### config.mk
export PLATFORM = sky130hd
export DESIGN_NAME = fifo_rd_fwft
export DESIGN_NICKNAME = d
export VERILOG_FILES = /design/src/rtl/fifo_rd_fwft.sv
export SDC_FILE = /design/constraint.sdc
export NUM_CORES = 1
export LEC_CHECK = 0
export CAP_MARGIN = 20
export CORE_ASPECT_RATIO = 0.7
export CORE_UTILIZATION = 47
export DETAILED_ROUTE_END_ITERATION = 16
export GPL_ROUTABILITY_DRIVEN = 0
export PLACE_DENSITY = 0.76
export SYNTH_ARGS = -nofsm -noshare
export SYNTH_HDL_FRONTEND = slang
export SYNTH_SLANG_ARGS = --single-unit
### constraint.sdc
create_clock -name I_RD_CLK -period 2.9 [get_ports I_RD_CLK]
set_input_delay 0.58 -clock I_RD_CLK [delete_from_list [all_inputs] [get_ports I_RD_CLK]]
set_output_delay 0.58 -clock I_RD_CLK [all_outputs]
set_load 0.05 [all_outputs]
### src/rtl/fifo_rd_fwft.sv
// ---------------------------------------------------------------------------
// fifo_rd_fwft
//   Read-domain output stage of the async FIFO. Turns the standard read port
//   (rd-enable, registered empty, RAM data RL cycles later) into a
//   first-word-fall-through valid/ready stream. Words are prefetched into a
//   small circular skid buffer so the stream runs at full rate under
//   consumer backpressure. Everything runs on I_RD_CLK.
//
// Ports
//   I_RD_CLK    in   read clock
//   I_RD_RST_N  in   asynchronous active-low reset
//   I_RD_EMPTY  in   registered FIFO empty from the read-pointer logic
//   O_RD_EN     out  pop one word from the FIFO (advances read pointer)
//   I_RD_DATA   in   RAM read data, valid RL cycles after O_RD_EN
//   I_RD_FLUSH  in   sync flush: drop buffered and in-flight words
//   O_M_VALID   out  stream word valid
//   I_M_READY   in   consumer accepts word
//   O_M_DATA    out  stream data (buffer head)
//   O_M_LEVEL   out  number of buffered words
// ---------------------------------------------------------------------------
module fifo_rd_fwft #(
    parameter  int DW    = 8,
    parameter  int RL    = 1,
    parameter  int BUF_D = 2,
    localparam int LW    = $clog2(BUF_D + 1)
) (
    input  logic          I_RD_CLK,
    input  logic          I_RD_RST_N,
    input  logic          I_RD_EMPTY,
    output logic          O_RD_EN,
    input  logic [DW-1:0] I_RD_DATA,
    input  logic          I_RD_FLUSH,
    output logic          O_M_VALID,
    input  logic          I_M_READY,
    output logic [DW-1:0] O_M_DATA,
    output logic [LW-1:0] O_M_LEVEL
);

    localparam int PW = (BUF_D > 1) ? $clog2(BUF_D) : 1;
    // Occupancy can transiently count level plus every in-flight flag.
    localparam int OW = $clog2(BUF_D + RL + 1) + 1;

    // Pointer increment with wrap at BUF_D (need not be a power of two).
    function automatic logic [PW-1:0] ptr_inc(input logic [PW-1:0] p);
        return (p == PW'(BUF_D - 1)) ? '0 : p + 1'b1;
    endfunction

    logic                    r_run_q;
    logic [RL-1:0]           vld_pipe_q, vld_pipe_d;
    logic [LW-1:0]           level_q, level_d;
    logic [PW-1:0]           head_q, head_d;
    logic [PW-1:0]           tail_q, tail_d;
    logic [BUF_D-1:0][DW-1:0] mem_q;

    logic [OW-1:0] inflight;
    logic [OW-1:0] occ;
    logic          pop;
    logic          cap;
    logic          rd_en;

    always_comb begin
        inflight = '0;
        for (int i = 0; i < RL; i++) begin
            inflight = inflight + OW'(vld_pipe_q[i]);
        end
        occ = OW'(level_q) + inflight;
        pop = (level_q != '0) & I_M_READY;
        // Oldest issue flag: RAM data for it is on I_RD_DATA this cycle.
        cap = vld_pipe_q[RL-1];
        // Issue only if the word will have a slot when it lands, counting
        // the slot freed by a pop on this same edge.
        rd_en = r_run_q & ~I_RD_EMPTY & ~I_RD_FLUSH
              & ((occ - OW'(pop)) < OW'(BUF_D));
    end

    always_comb begin
        vld_pipe_d = RL'({vld_pipe_q, rd_en});
        level_d    = level_q;
        head_d     = head_q;
        tail_d     = tail_q;
        if (I_RD_FLUSH) begin
            // Returning data for anything issued before the flush is dropped.
            vld_pipe_d = '0;
            level_d    = '0;
            head_d     = '0;
            tail_d     = '0;
        end else begin
            if (cap) tail_d = ptr_inc(tail_q);
            if (pop) head_d = ptr_inc(head_q);
            if (cap && !pop)      level_d = level_q + LW'(1);
            else if (!cap && pop) level_d = level_q - LW'(1);
        end
    end

    always_ff @(posedge I_RD_CLK or negedge I_RD_RST_N) begin
        if (!I_RD_RST_N) begin
            // Empty reads 0 during reset, so reads stay blocked until the
            // first edge after release.
            r_run_q    <= 1'b0;
            vld_pipe_q <= '0;
            level_q    <= '0;
            head_q     <= '0;
            tail_q     <= '0;
            mem_q      <= '0;
        end else begin
            r_run_q    <= 1'b1;
            vld_pipe_q <= vld_pipe_d;
            level_q    <= level_d;
            head_q     <= head_d;
            tail_q     <= tail_d;
            if (cap && !I_RD_FLUSH) mem_q[tail_q] <= I_RD_DATA;
        end
    end

    assign O_RD_EN   = rd_en;
    assign O_M_VALID = (level_q != '0);
    assign O_M_DATA  = mem_q[head_q];
    assign O_M_LEVEL = level_q;

endmodule

==> out/qor.yml, run 1 <==
die_w_um: 57.8
root_buffer: "clkbuf_4"
rsz0062_at_grt: "true"
postLayoutCellArea_sq_um: 1420
hp-start: "mem_q[11]$_DFFE_PN0P_"
peakVddDrop_uv: 465
worst-slew-pin-transition_ns: 0.828
stdcell_count: 130
antenna_found_initial: 0
cp.required_ns: 2.32
whs_ns: 0.514
clockBufferDepth: 2
wirelength_um: 2040
synth.ff_latch_count: 22
io-pin-count: 25
hold_path.class: "reg -> reg"
wl_per_cell_um: 15.7
slew_headroom_pct: 44.6
hold_path_depth: 1
vias: 710
final_cell_mix: "mux2_2, clkdlybuf4s50_1, dfrtp_1"
drv_slew: 0
r2r_slack_ns: 0.84
ant_nets: 0
cts_num_sinks: 22
period_share_pct: 97.9
synth_cell_types: 22
die_y_um: 41.1
reg2reg_depth: 7
fin_crit_ns: 2.84
hold_viol_final: 0
violations: "DRC"
endpoint_kind: "output pin"
port_buffers: 24
drtPass1Iterations: 10
antenna_cells: 0
post-dp-hpwl_um: 1470
max_freq_ghz: 0.352
min_to: "mem_q[11]$_DFFE_PN0P_"
cp-start-kind: "flop"
viasPerCell: 5.46
cts_tree: "built"
leakage_nw: 0.627
ys_warn_count: 0
synth_cells: 75
status: "finished, violations left"
crit_fanout: 2
p_per_area_nw_per_um2: 631
fin_worst_skew_ns: 0.00295
maxCapViolations: 0
grt_pass1_wl_um: 3290
synth_area_sq_um: 1030
synth-edff-count: 0
place_area_sq_um: 1350
area_delta_synth_final_pct: 38.8
htreeDepth: 1
start_util_pct: 52.6
ys_async_sr_fraction_pct: 100
core_area_sq_um: 1950
rr_endpoint: "cap$_DFF_PN0_"
final_common_cell: "mux2_2"
synthFlopType: "dfrtp_1"
worst_ep_arrival_time_ns: 2.26
clk_latency_ns: 0.31
overflow: 0
cts_buffers: 3
layout-drive-gt1-share_pct: 44.4
holdBufCountCts: 0
clkTransAtPathRegs_ns: 0.12
worstReg2RegStart: "O_M_LEVEL[0]$_DFFE_PN0P_"
grt_pass1_vias: 705
fillers: 155
syn_area_per_cell_sq_um: 13.7
setup_viol: 0
ys_seq_area_share_pct: 53.7
fin_nets: 124
grt_max_degree: 20
crit_type: "reg -> out"
dieArea_sq_um: 2380
num_rows: 13
drt_iter0_markers: 10
dp_cells: 124
grtUsageTotal_pct: 20.0
drc: 1
synthesis.nets: 90
[cell usage after synthesis (2+ instances only)]
master / n / share of area, %
a311oi_1: 2 / 1.7
dfrtp_1: 22 / 54
mux2_2: 24 / 26
nand2b_1: 2 / 1.2
nor2_1: 4 / 1.5
nor4_1: 3 / 1.8
o21ai_0: 2 / 0.98
xor2_1: 2 / 1.7
[sequential cells by signal, summed over array words and instances (netlist names)]
register   cells
r_run_q        1
O_M_LEVEL      2
mem_q         16
head_q         1
tail_q         1
cap            1
[routing by layer]
| layer | vias up | part of all wire (%) | GRT usage [%] |
|---|---|---|---|
| met2 | 24 | 49 | 33.3 |
| met4 | 0 | 0.69 | 6.55 |
| li1 | 332 | - | - |
| met3 | 2 | 6.3 | 7.57 |
| met5 | - | 0 | 0 |
| met1 | 352 | 44 | 24.7 |
[report_power, final]
part	total, mW	leakage, nW	internal (mW)	switching, mW
clock network	0.168	0.0210	0.0767	0.0914
registers	0.387	0.280	0.358	0.0289
logic	0.343	0.327	0.150	0.193
total	0.898	0.627	0.585	0.313
[final cells by class]
class,count,area (sq um),share of cell area [%]
Sequential cell,22,553,38.8
Inverter,2,7.51,0.527
Multi-Input combinational cell,49,497,34.9
Clock buffer,4,36.3,2.55
Tap cell,22,27.5,1.93
Timing Repair Buffer,31,303,21.3
[cells by family after synthesis]
logic type,share of synthesized area [%]
muxes,26.3
DFF,53.7
and+or+nand+nor,8.54
AOI/OAI and AO/OA,3.42
buffers and inverters,1.95
xor gates and xnor gates,2.56
adders and majority gates,3.17
other,0.366
[per-stage QoR]
step                setup TNS, ns  setup slack [ns]  util [%]  total power [mW]
floorplan                 -0.0266           -0.0266         -             0.616
global placement           -0.287            -0.287      69.2             0.719
detailed placement         -0.316            -0.316      69.2             0.730
CTS                       -0.0600           -0.0600      72.3             0.902
global route              -0.0248           -0.0248      72.9             0.934
finish                          0            0.0607      72.9             0.898
[how the worst max path moves through the flow]
| stage | startpoint | endpoint | slack (ns) | cells past startpoint |
|---|---|---|---|---|
| 2_1_floorplan | O_M_LEVEL[0]$_DFFE_PN0P_ | O_RD_EN | -0.03 | 6 |
| 3_3_place_gp | I_M_READY | O_RD_EN | -0.29 | 8 |
| 3_5_place_dp | I_M_READY | O_RD_EN | -0.32 | 8 |
| 4_1_cts | O_M_LEVEL[1]$_DFFE_PN0P_ | O_RD_EN | -0.06 | 7 |
| 5_1_grt | O_M_LEVEL[0]$_DFFE_PN0P_ | O_RD_EN | -0.02 | 7 |
| 6_report | O_M_LEVEL[0]$_DFFE_PN0P_ | O_RD_EN | 0.06 | 7 |
[what timing repair did]
item | in CTS | in global routing
pin swaps | 5 | 3
resized for setup | 4 | 3
buffers inserted | 2 | 0
setup endpoints to repair | 1 | 1
[worst max-delay path, stage by stage, from the launching register on]
cell and delay, ns:
dfrtp_2 0.44, o21ai_2 0.16, ha_1 0.24, nand2b_4 0.14, fa_2 0.53, nand2_2 0.07, nor4_4 0.19, buf_12 0.18
Power figures use the tool's default switching activity.
==> run 2, diff against run 1 <==
Settings changed: CORE_UTILIZATION 47 to 30, PLACE_DENSITY 0.76 to unset.
==> out/qor.yml, run 2 (synthesis results as in run 1) <==
fin_crit_ns: 2.83
htreeDepth: 1
setup_slack_ns: 0.0665
grt_pass1_wl_um: 3350
rsz0062_at_grt: "false"
regArea_sq_um: 553
layout-drive-gt1-share_pct: 45.0
final_cell_mix: "mux2_2, clkdlybuf4s50_1, dfrtp_1"
status: "finished clean"
core_area_sq_um: 3210
reg2reg_depth: 6
viasPerCell: 4.54
dp_cells: 151
drt_iter0_markers: 31
cp-start-kind: "input pin"
crit_chain: "clkdlybuf4s15_2 -> o21ai_2 -> ha_1 -> nand2b_4 -> fa_2 -> nand2_2 -> nor4_4 -> buf_12"
p_sw_share_pct: 31.0
multi_input_area_sq_um: 494
place_ws_ns: -0.309
die_w_um: 71.9
peakVddDrop_uv: 353
fillers: 283
r2r_slack_ns: 0.96
post-dp-hpwl_um: 1410
postLayoutCellArea_sq_um: 1500
p_clk_share_pct: 27.7
grtUsageTotal_pct: 12.5
setup_viol: 0
clockBufferDepth: 2
drv_slew: 0
cts_buffers: 3
cp.depth: 8
pwr-share-seq_pct: 38.3
endpoint_kind: "output pin"
wirelength_um: 1950
num_rows: 17
grt_pass1_vias: 735
overflow: 0
holdBufCountCts: 0
vias: 709
crit_fanout: 2
hold_viol_final: 0
die_y_um: 50.9
fin_util_pct: 46.6
antenna_cells: 0
drtPass1Iterations: 4
p_per_area_nw_per_um2: 671
maxCapViolations: 0
grt_max_degree: 17
wl_per_cell_um: 12.5
final_common_cell: "mux2_2"
io-pin-count: 25
crit_type: "in -> out"
power_switching_uw: 311
period_share_pct: 97.7
antenna_found_initial: 0
critPathTopFamily: "adder cells"
cts_num_sinks: 22
combPwrFrac_pct: 33.9
dieArea_sq_um: 3660
hold_path.class: "reg -> reg"
tns_ns: 0
max_freq_ghz: 0.353
ant_nets: 0
worst_ep_arrival_time_ns: 2.25
endpoint: "O_RD_EN"
fin_nets: 125
regMostFlops: "mem_q"
root_buffer: "clkbuf_8"
fin_worst_skew_ns: 0.00548
whs_ns: 0.504
drc: 0
hold_path_depth: 1
stdcell_count: 156
cp.required_ns: 2.32
clk_latency_ns: 0.26
cp_num_buf_inv: 2
largest_reg_flops: 16
rr_endpoint: "cap$_DFF_PN0_"
place_area_sq_um: 1400
power_mw: 1.00
start_util_pct: 31.9
crit_path_max_incr_delay_ns: 0.58
crit_start: "I_M_READY"
leakage_nw: 0.646
area_delta_synth_final_pct: 45.9
clkTransAtPathRegs_ns: 0.07
slew_headroom_pct: 66.4
cpMaxStageDelayCell: "fa_2"
worstReg2RegStart: "O_M_LEVEL[1]$_DFFE_PN0P_"
p_int_uw: 693
worst-slew-pin-transition_ns: 0.502
cts_tree: "built"
port_buffers: 24
==> run 2: cell types whose count changed in the layout (fill, tap and decap cells not counted) <==
cell             before  now
clkbuf_8              1    3
clkdlybuf4s15_2       0    1
bufinv_16             0    1
clkdlybuf4s15_1       1    0
buf_4                 7    8
nor2_1                3    4
nor2_2                1    0
clkbuf_4              3    0
==> run 2: power groups by stage <==
stage | sequential (mW) | clock (mW) | combinational (mW)
2_1_floorplan | 0.386 | 0 | 0.230
3_3_place_gp | 0.388 | 0 | 0.336
3_5_place_dp | 0.392 | 0 | 0.338
4_1_cts | 0.385 | 0.287 | 0.342
5_1_grt | 0.394 | 0.305 | 0.360
6_report | 0.385 | 0.278 | 0.341
==> run 2: how the worst min path moves through the flow <==
stage / to / from / slack [ns]
after detailed placement: mem_q[11]$_DFFE_PN0P_ / mem_q[11]$_DFFE_PN0P_ / 0.49
after CTS: mem_q[11]$_DFFE_PN0P_ / mem_q[11]$_DFFE_PN0P_ / 0.51
after floorplan: O_M_LEVEL[0]$_DFFE_PN0P_ / I_RD_RST_N / 0.28
final: mem_q[11]$_DFFE_PN0P_ / mem_q[11]$_DFFE_PN0P_ / 0.50
after global placement: mem_q[14]$_DFFE_PN0P_ / mem_q[14]$_DFFE_PN0P_ / 0.48
after global routing: mem_q[7]$_DFFE_PN0P_ / mem_q[7]$_DFFE_PN0P_ / 0.53
==> run 2: timing repair <==
| action | 4_1_cts | 5_1_grt |
|---|---|---|
| setup buffers | 0 | 1 |
| gates resized for setup | 5 | 2 |
| pin swaps | 3 | 2 |
| endpoints found under the setup margin | 1 | 1 |
==> run 2: cell type report <==
type	count	area share (%)
sequential	22	37.0
multi-input combinational	49	33.0
timing repair buffer	32	20.8
tap	47	3.93
clock buffer	3	2.76
clock inverter	1	2.01
inverter	2	0.502
==> run 2: metal layers <==
layer  up-vias  share of wire (%)  global-route usage (%)
li1        332                  -                       -
met1       362                 44                    14.8
met2        13                 50                    21.2
met3         2                4.4                    4.54
met4         0               0.87                    3.92
met5         -                  0                       0
==> RTL change 1: new RTL, flow settings as in run 2 <==
`BUF_D`: 2 -> 4.
--- a/src/rtl/fifo_rd_fwft.sv
+++ b/src/rtl/fifo_rd_fwft.sv
@@ -23,3 +23,3 @@
     parameter  int RL    = 1,
-    parameter  int BUF_D = 2,
+    parameter  int BUF_D = 4,
     localparam int LW    = $clog2(BUF_D + 1)
Interface: changed (resized O_M_LEVEL); port bits go from 25 to 26. The function was not compared with the original's and may differ.
==> RTL change 1 against run 2 <==
  * Core utilization decreased by 7.2 points
  * Sequential cell count increased by 19
  * Via count increased by 70%
  * First-iteration DRC count increased by 6.5%
  * Critical path depth increased by 1
  * Synthesized area increased by 110%
  * Setup slack got worse by 23 ps
  * Combinational power increased to 4.0 times the old value
  * Final area increased by 82%
  * Wire length increased by 110%
  * Non-clock buffer count increased by 1
  * Register-to-register slack improved by 20 ps
  * Power increased to 2.6 times the old value
  * Sequential share of layout area increased by 0.88 points
==> RTL change 1: results (changes against run 2) <==
- Status: finished clean (unchanged)
- H-tree depth: 2 (was 1)
- Critical path's top delay family: compound AO/OA/AOI/OAI gates (was adder cells)
- Sw Share: 39.78% (was 31.00%)
- Syn Area/Cell: 15.29 sq um (was 13.68 sq um)
- Peak supply drop: 0.0003636 V (was 0.0003529 V)
- Largest register FFs: 32 (was 16)
- Iteration-0 DRC Markers: 33 (was 31)
- Reg2reg start: O_M_LEVEL[0]$_DFFE_PN0P_ (was O_M_LEVEL[1]$_DFFE_PN0P_)
- Nets: 200 (was 125)
- Largest net degree at the start of global routing: 28 (was 17)
- Synth top cells by count: 41 x dfrtp_1, 32 x mux2_4, 10 x inv_1 (was 24 x mux2_2, 22 x dfrtp_1, 4 x nor2_1)
- Final Skew: 5.937 ps (was 5.483 ps)
- Finished Layout Cells: 273 (was 156)
- Worst R2R Setup Slack: 980 ps (was 960 ps)
- Top_reg_cell synth: dfrtp_1 (unchanged)
- Post-synthesis sequential area ratio: 46.91% (was 53.66%)
- Placed cells: 263 (was 151)
- End of the worst register-to-register path: O_M_LEVEL[1]$_DFFE_PN0P_ (was cap$_DFF_PN0_)
- Vias per cell: 4.414 (was 4.545)
- Drt first pass iters: 3 (was 4)
- Register share of total power: 30.2% (was 38.3%)
- CTS Buf Count: 5 (was 3)
- CP max FO: 3 (was 2)
- Worst slew pin tran: 625.6 ps (was 502.2 ps)
- Placed instance area: 0.002577 sq mm (was 0.001396 sq mm)
- Post-Route WL: 4.101 mm (was 1.949 mm)
- Clock power frac: 18.2% (was 27.7%)
- Tot GR Track Use: 11.74% (was 12.47%)
- Fin Hold WS: 300.4 ps (was 504.3 ps)
- Synthesized net count: 165 (was 90)
- Power, Total: 2631 uW (was 1004 uW)
- Leakage power: 0.001270 uW (was 0.0006459 uW)
- Worst Path Arrival: 2280 ps (was 2250 ps)
- HP Class: in2async (was reg2reg)
- Max incr delay on CP: 440 ps (was 580 ps)
- Cell taking the most area after synthesis: dfrtp_1 (unchanged)
- Vias in the first global route: 1271 (was 735)
- Diodes inserted: 0 (unchanged)
- Placed wire-length estimate: 2.902 mm (was 1.408 mm)
- Buffers on Ports: 25 (was 24)
- Synth area leaders: dfrtp_1 47%, mux2_4 22%, mux4_2 8.2% (was dfrtp_1 54%, mux2_2 26%, fa_1 2.0%)
- Ys Warns: 0 (unchanged)
- Yosys cell types: 32 (was 22)
- Dpl ws: -202.9 ps (was -308.6 ps)
- Worst-Skew Late Latency: 290 ps (was 260 ps)
- Slowest cell on crit path: dfrtp_2 (was fa_2)
RTL change 1: changes by cell type after synthesis, moves of 4 or more:
| cell | change |
|---|---|
| mux2_2 | -24 |
| dfrtp_1 | +19 |
| ha_1 | +7 |
| inv_1 | +9 |
| mux2_4 | +32 |
| nand2_8 | +4 |
| mux4_2 | +8 |
| nor2_1 | +4 |
RTL change 1: cell families after synthesis:
family,after synthesis,share of synthesized area (%)
AO/OA/AOI/OAI,9,3.089
AND/OR/NAND/NOR,24,8.753
multiplexers,41,30.66
flip-flops,41,46.91
other,1,0.1715
adder cells (fa/ha/maj),9,5.492
buffers and inverters,15,3.718
XOR/XNOR,3,1.202
RTL change 1: what timing repair did:
action,in CTS,in global routing
buffers inserted,0,2
pin swaps,2,3
setup endpoints to repair,1,1
gates cloned,0,0
resized for setup,1,7
RTL change 1: worst max path at each step:
stage / start / to / slack [ps]
floorplan: O_M_LEVEL[2]$_DFFE_PN0P_ / O_RD_EN / 50
global placement: I_M_READY / O_RD_EN / -170
detailed placement: I_M_READY / O_RD_EN / -200
CTS: O_M_LEVEL[0]$_DFFE_PN0P_ / O_RD_EN / 3
global route: O_M_LEVEL[2]$_DFFE_PN0P_ / O_RD_EN / -50
finish: O_M_LEVEL[0]$_DFFE_PN0P_ / O_RD_EN / 40
RTL change 1: layout make-up:
type,count,area (sq um)
Clock buffer,6,82.58
Clock inverter,2,37.54
Fill cell,644,4192
Inverter,10,37.54
Multi-Input combinational cell,87,1106
Sequential cell,41,1030
Tap cell,94,117.6
Timing Repair Buffer,33,310.3
RTL change 1: routing by layer:
layer | vias to the layer above | track usage (%) | wire length, microns
li1 | 574 | - | -
met1 | 612 | 17.29 | 2228
met2 | 17 | 16.96 | 1742
met3 | 2 | 3.461 | 125
met4 | 0 | 2.381 | 4
met5 | - | 0 | 0
==> RTL change 2: new RTL, config.mk and constraints of run 2 <==
Without the edit above. Make the reset (`I_RD_RST_N`) synchronous in one clocked block. Comments in the files are not updated.
--- a/src/rtl/fifo_rd_fwft.sv
+++ b/src/rtl/fifo_rd_fwft.sv
@@ -94,3 +94,3 @@
 
-    always_ff @(posedge I_RD_CLK or negedge I_RD_RST_N) begin
+    always_ff @(posedge I_RD_CLK) begin
         if (!I_RD_RST_N) begin
Formal check against the unedited RTL: differs if I_RD_RST_N is asserted again (counterexample within 4 cycles, from zero or initial values and one cycle with I_RD_RST_N low); with I_RD_RST_N held inactive, the same outputs for 10 cycles.
==> RTL change 2 against run 2 <==
  * The flow now finishes with violations (DRC)
  * Final area is 5.9% lower
  * Critical endpoint unchanged
  * Synthesized area is 1.5% lower
  * Sequential cell count stayed put
  * Wire length is 0.97% lower
  * Sequential share of layout area is 5.1 points lower
  * Register-to-register slack worse by 140 ps
  * Setup slack worse by 37 ps
  * Largest cell class is now multi-input gates
  * Fmax is 1.3% lower
  * Critical path type unchanged
  * Global-route usage is 0.18 points higher
Power is not compared: it rests on default switching activity, and its combinational part moved more than twofold at a synthesized area within 25%.
==> RTL change 2: results (changes against run 2) <==
- Status: complete, but fails checks (was finished clean)
- Failing checks: DRC
- Hold EP: mem_q[5]$_SDFFE_PN0P_ (was mem_q[11]$_DFFE_PN0P_)
- Post-synthesis sequential area ratio: 43.56% (was 53.66%)
- Worst R2R Setup Slack: 820 ps (was 960 ps)
- Peak supply drop: 0.0002375 V
- Top_reg_cell synth: dfxtp_1 (was dfrtp_1)
- Remaining DRCs: 1 (was 0)
- Largest register FFs: 16 (unchanged)
- HP Class: reg2reg (unchanged)
- Synth area leaders: dfxtp_1 44%, mux2i_1 16%, nor2b_1 9.9% (was dfrtp_1 54%, mux2_2 26%, fa_1 2.0%)
- CTS Buf Count: 3 (unchanged)
- GRT met3 Usage: 3.815% (was 4.536%)
- Leakage power: roughly 0.00057 uW
- HP Start: mem_q[5]$_SDFFE_PN0P_ (was mem_q[11]$_DFFE_PN0P_)
- Worst-Skew Late Latency: 260 ps (about the same)
- Vias in the first global route: 712 (was 735)
- Vias per cell: 4.420 (was 4.545)
- Ys async rst share: 0% (was 100.0%)
- Layout cells sized above 1: 21.85% (was 44.95%)
- Worst slew pin tran: 593.5 ps (was 502.2 ps)
- Synthesized net count: 107 (was 90)
- Largest net degree at the start of global routing: 20 (was 17)
- End of the worst register-to-register path: cap$_SDFF_PP0_ (was cap$_DFF_PN0_)
- Drt first pass iters: 9 (was 4)
- Buffers on Ports: 24 (unchanged)
- Yosys cell types: 25 (was 22)
- Iteration-0 DRC Markers: 15 (was 31)
- M1 GR Usage: 15.91% (was 14.78%)
- Synth top cells by count: 22 x dfxtp_1, 16 x mux2i_1, 16 x nor2b_1 (was 24 x mux2_2, 22 x dfrtp_1, 4 x nor2_1)
- Reg2reg start: O_M_LEVEL[0]$_SDFFE_PP0N_ (was O_M_LEVEL[1]$_DFFE_PN0P_)
- First-pass GRT wire length: 3.381 mm (was 3.346 mm)
- Final Skew: 3.450 ps (was 5.483 ps)
- M2 GR Usage: 20.32% (was 21.23%)
- R2R depth: 7 (was 6)
- Most flop-heavy register: mem_q (unchanged)
- Placed cells: 152 (was 151)
- Nets: 136 (was 125)
- Crit path launch: I_M_READY (unchanged)
- Worst Path Arrival: 2290 ps (was 2250 ps)
- Post-Route WL: 1.930 mm (was 1.949 mm)
- Tot GR Track Use: 12.65% (was 12.47%)
- Worst Hold Depth: 2 (was 1)
- Clock-pin slew on the worst setup and hold paths: 70 ps (about the same)
- Vias: 694 (was 709)
- Gate count of the mapped netlist: 91 (was 75)
- Placed wire-length estimate: 1.390 mm (was 1.408 mm)
## RTL change 2: changes by cell type in the layout (fill, tap and decap cells not counted), sizes merged, moves of 2 or more
cell | before | now
xor2 | 2 | 4
mux2i | 0 | 16
buf | 9 | 5
nor4 | 3 | 1
mux2 | 24 | 8
nor2b | 0 | 16
a311oi | 2 | 0
nor3 | 2 | 0
dfrtp | 22 | 0
dfxtp | 0 | 22
## RTL change 2: how the worst max path moves through the flow
stage | endpoint | slack (ps) | cells after the start
floorplan | O_RD_EN | 40 | 6
global placement | O_RD_EN | -270 | 8
detailed placement | O_RD_EN | -320 | 8
CTS | O_RD_EN | 7 | 8
global route | O_RD_EN | -60 | 8
finish | O_RD_EN | 30 | 8
## RTL change 2: cell families (layout without fill, tap and decap cells)
kind of cell	Yosys count	count (layout)	synth area share, %
simple gates	28	28	17.95
flops	22	22	43.56
compound gates	3	3	1.484
xor+xnor	5	5	4.331
fa+ha+maj	3	3	4.455
buf+inv	6	34	3.465
mux	24	24	24.75
## RTL change 2: worst max-delay path: stages
cell and delay (ps):
clkdlybuf4s15_2 190, o21ai_4 60, ha_4 230, nand2b_4 130, fa_1 530, nand2_2 70
nor4_4 300, buf_12 180
## RTL change 2: area by class of cell
| type | instances | area [sq um] |
|---|---|---|
| fill | 311 | 1783 |
| multi-input combinational | 63 | 578.1 |
| sequential | 22 | 447.9 |
| timing repair buffer | 28 | 281.5 |
| tap | 38 | 47.55 |
| clock buffer | 4 | 45.04 |
| inverter | 2 | 7.507 |
## RTL change 2: per-stage QoR
stage / cell area [sq um] / total power [uW] / hold WS (ps) / setup slack, ps
floorplan: 1044 / 336.4 / 478.4 / 35.10
global placement: 1336 / 365.4 / 491.7 / -268.5
detailed placement: 1336 / 366.7 / 502.5 / -324.9
CTS: 1408 / 562.6 / 524.5 / 7.126
global route: 1408 / 579.7 / 554.1 / -58.21
finish: 1408 / 555.1 / 515.8 / 29.66
## RTL change 2: power breakdown
| part | switching (uW) | internal (uW) |
|---|---|---|
| logic | 24.2 | 31.2 |
| clock network | 96.5 | 98.0 |
| registers | 2.67 | 303 |
| total | 123 | 432 |
## RTL change 2: timing repair
item / CTS / global route
buffers inserted: 1 / 0
hold buffers: 0 / 0
endpoints found under the hold margin: 0 / 0
cloned: 0 / 0
setup endpoints to repair: 1 / 1
pin swaps: 4 / 0
gates resized for setup: 6 / 0
## RTL change 2: routing by layer
layer / part of all wire (%) / routed length [microns]
met1: 50 / 956
met2: 45 / 859
met3: 3.9 / 76
met4: 2.0 / 38
met5: 0 / 0
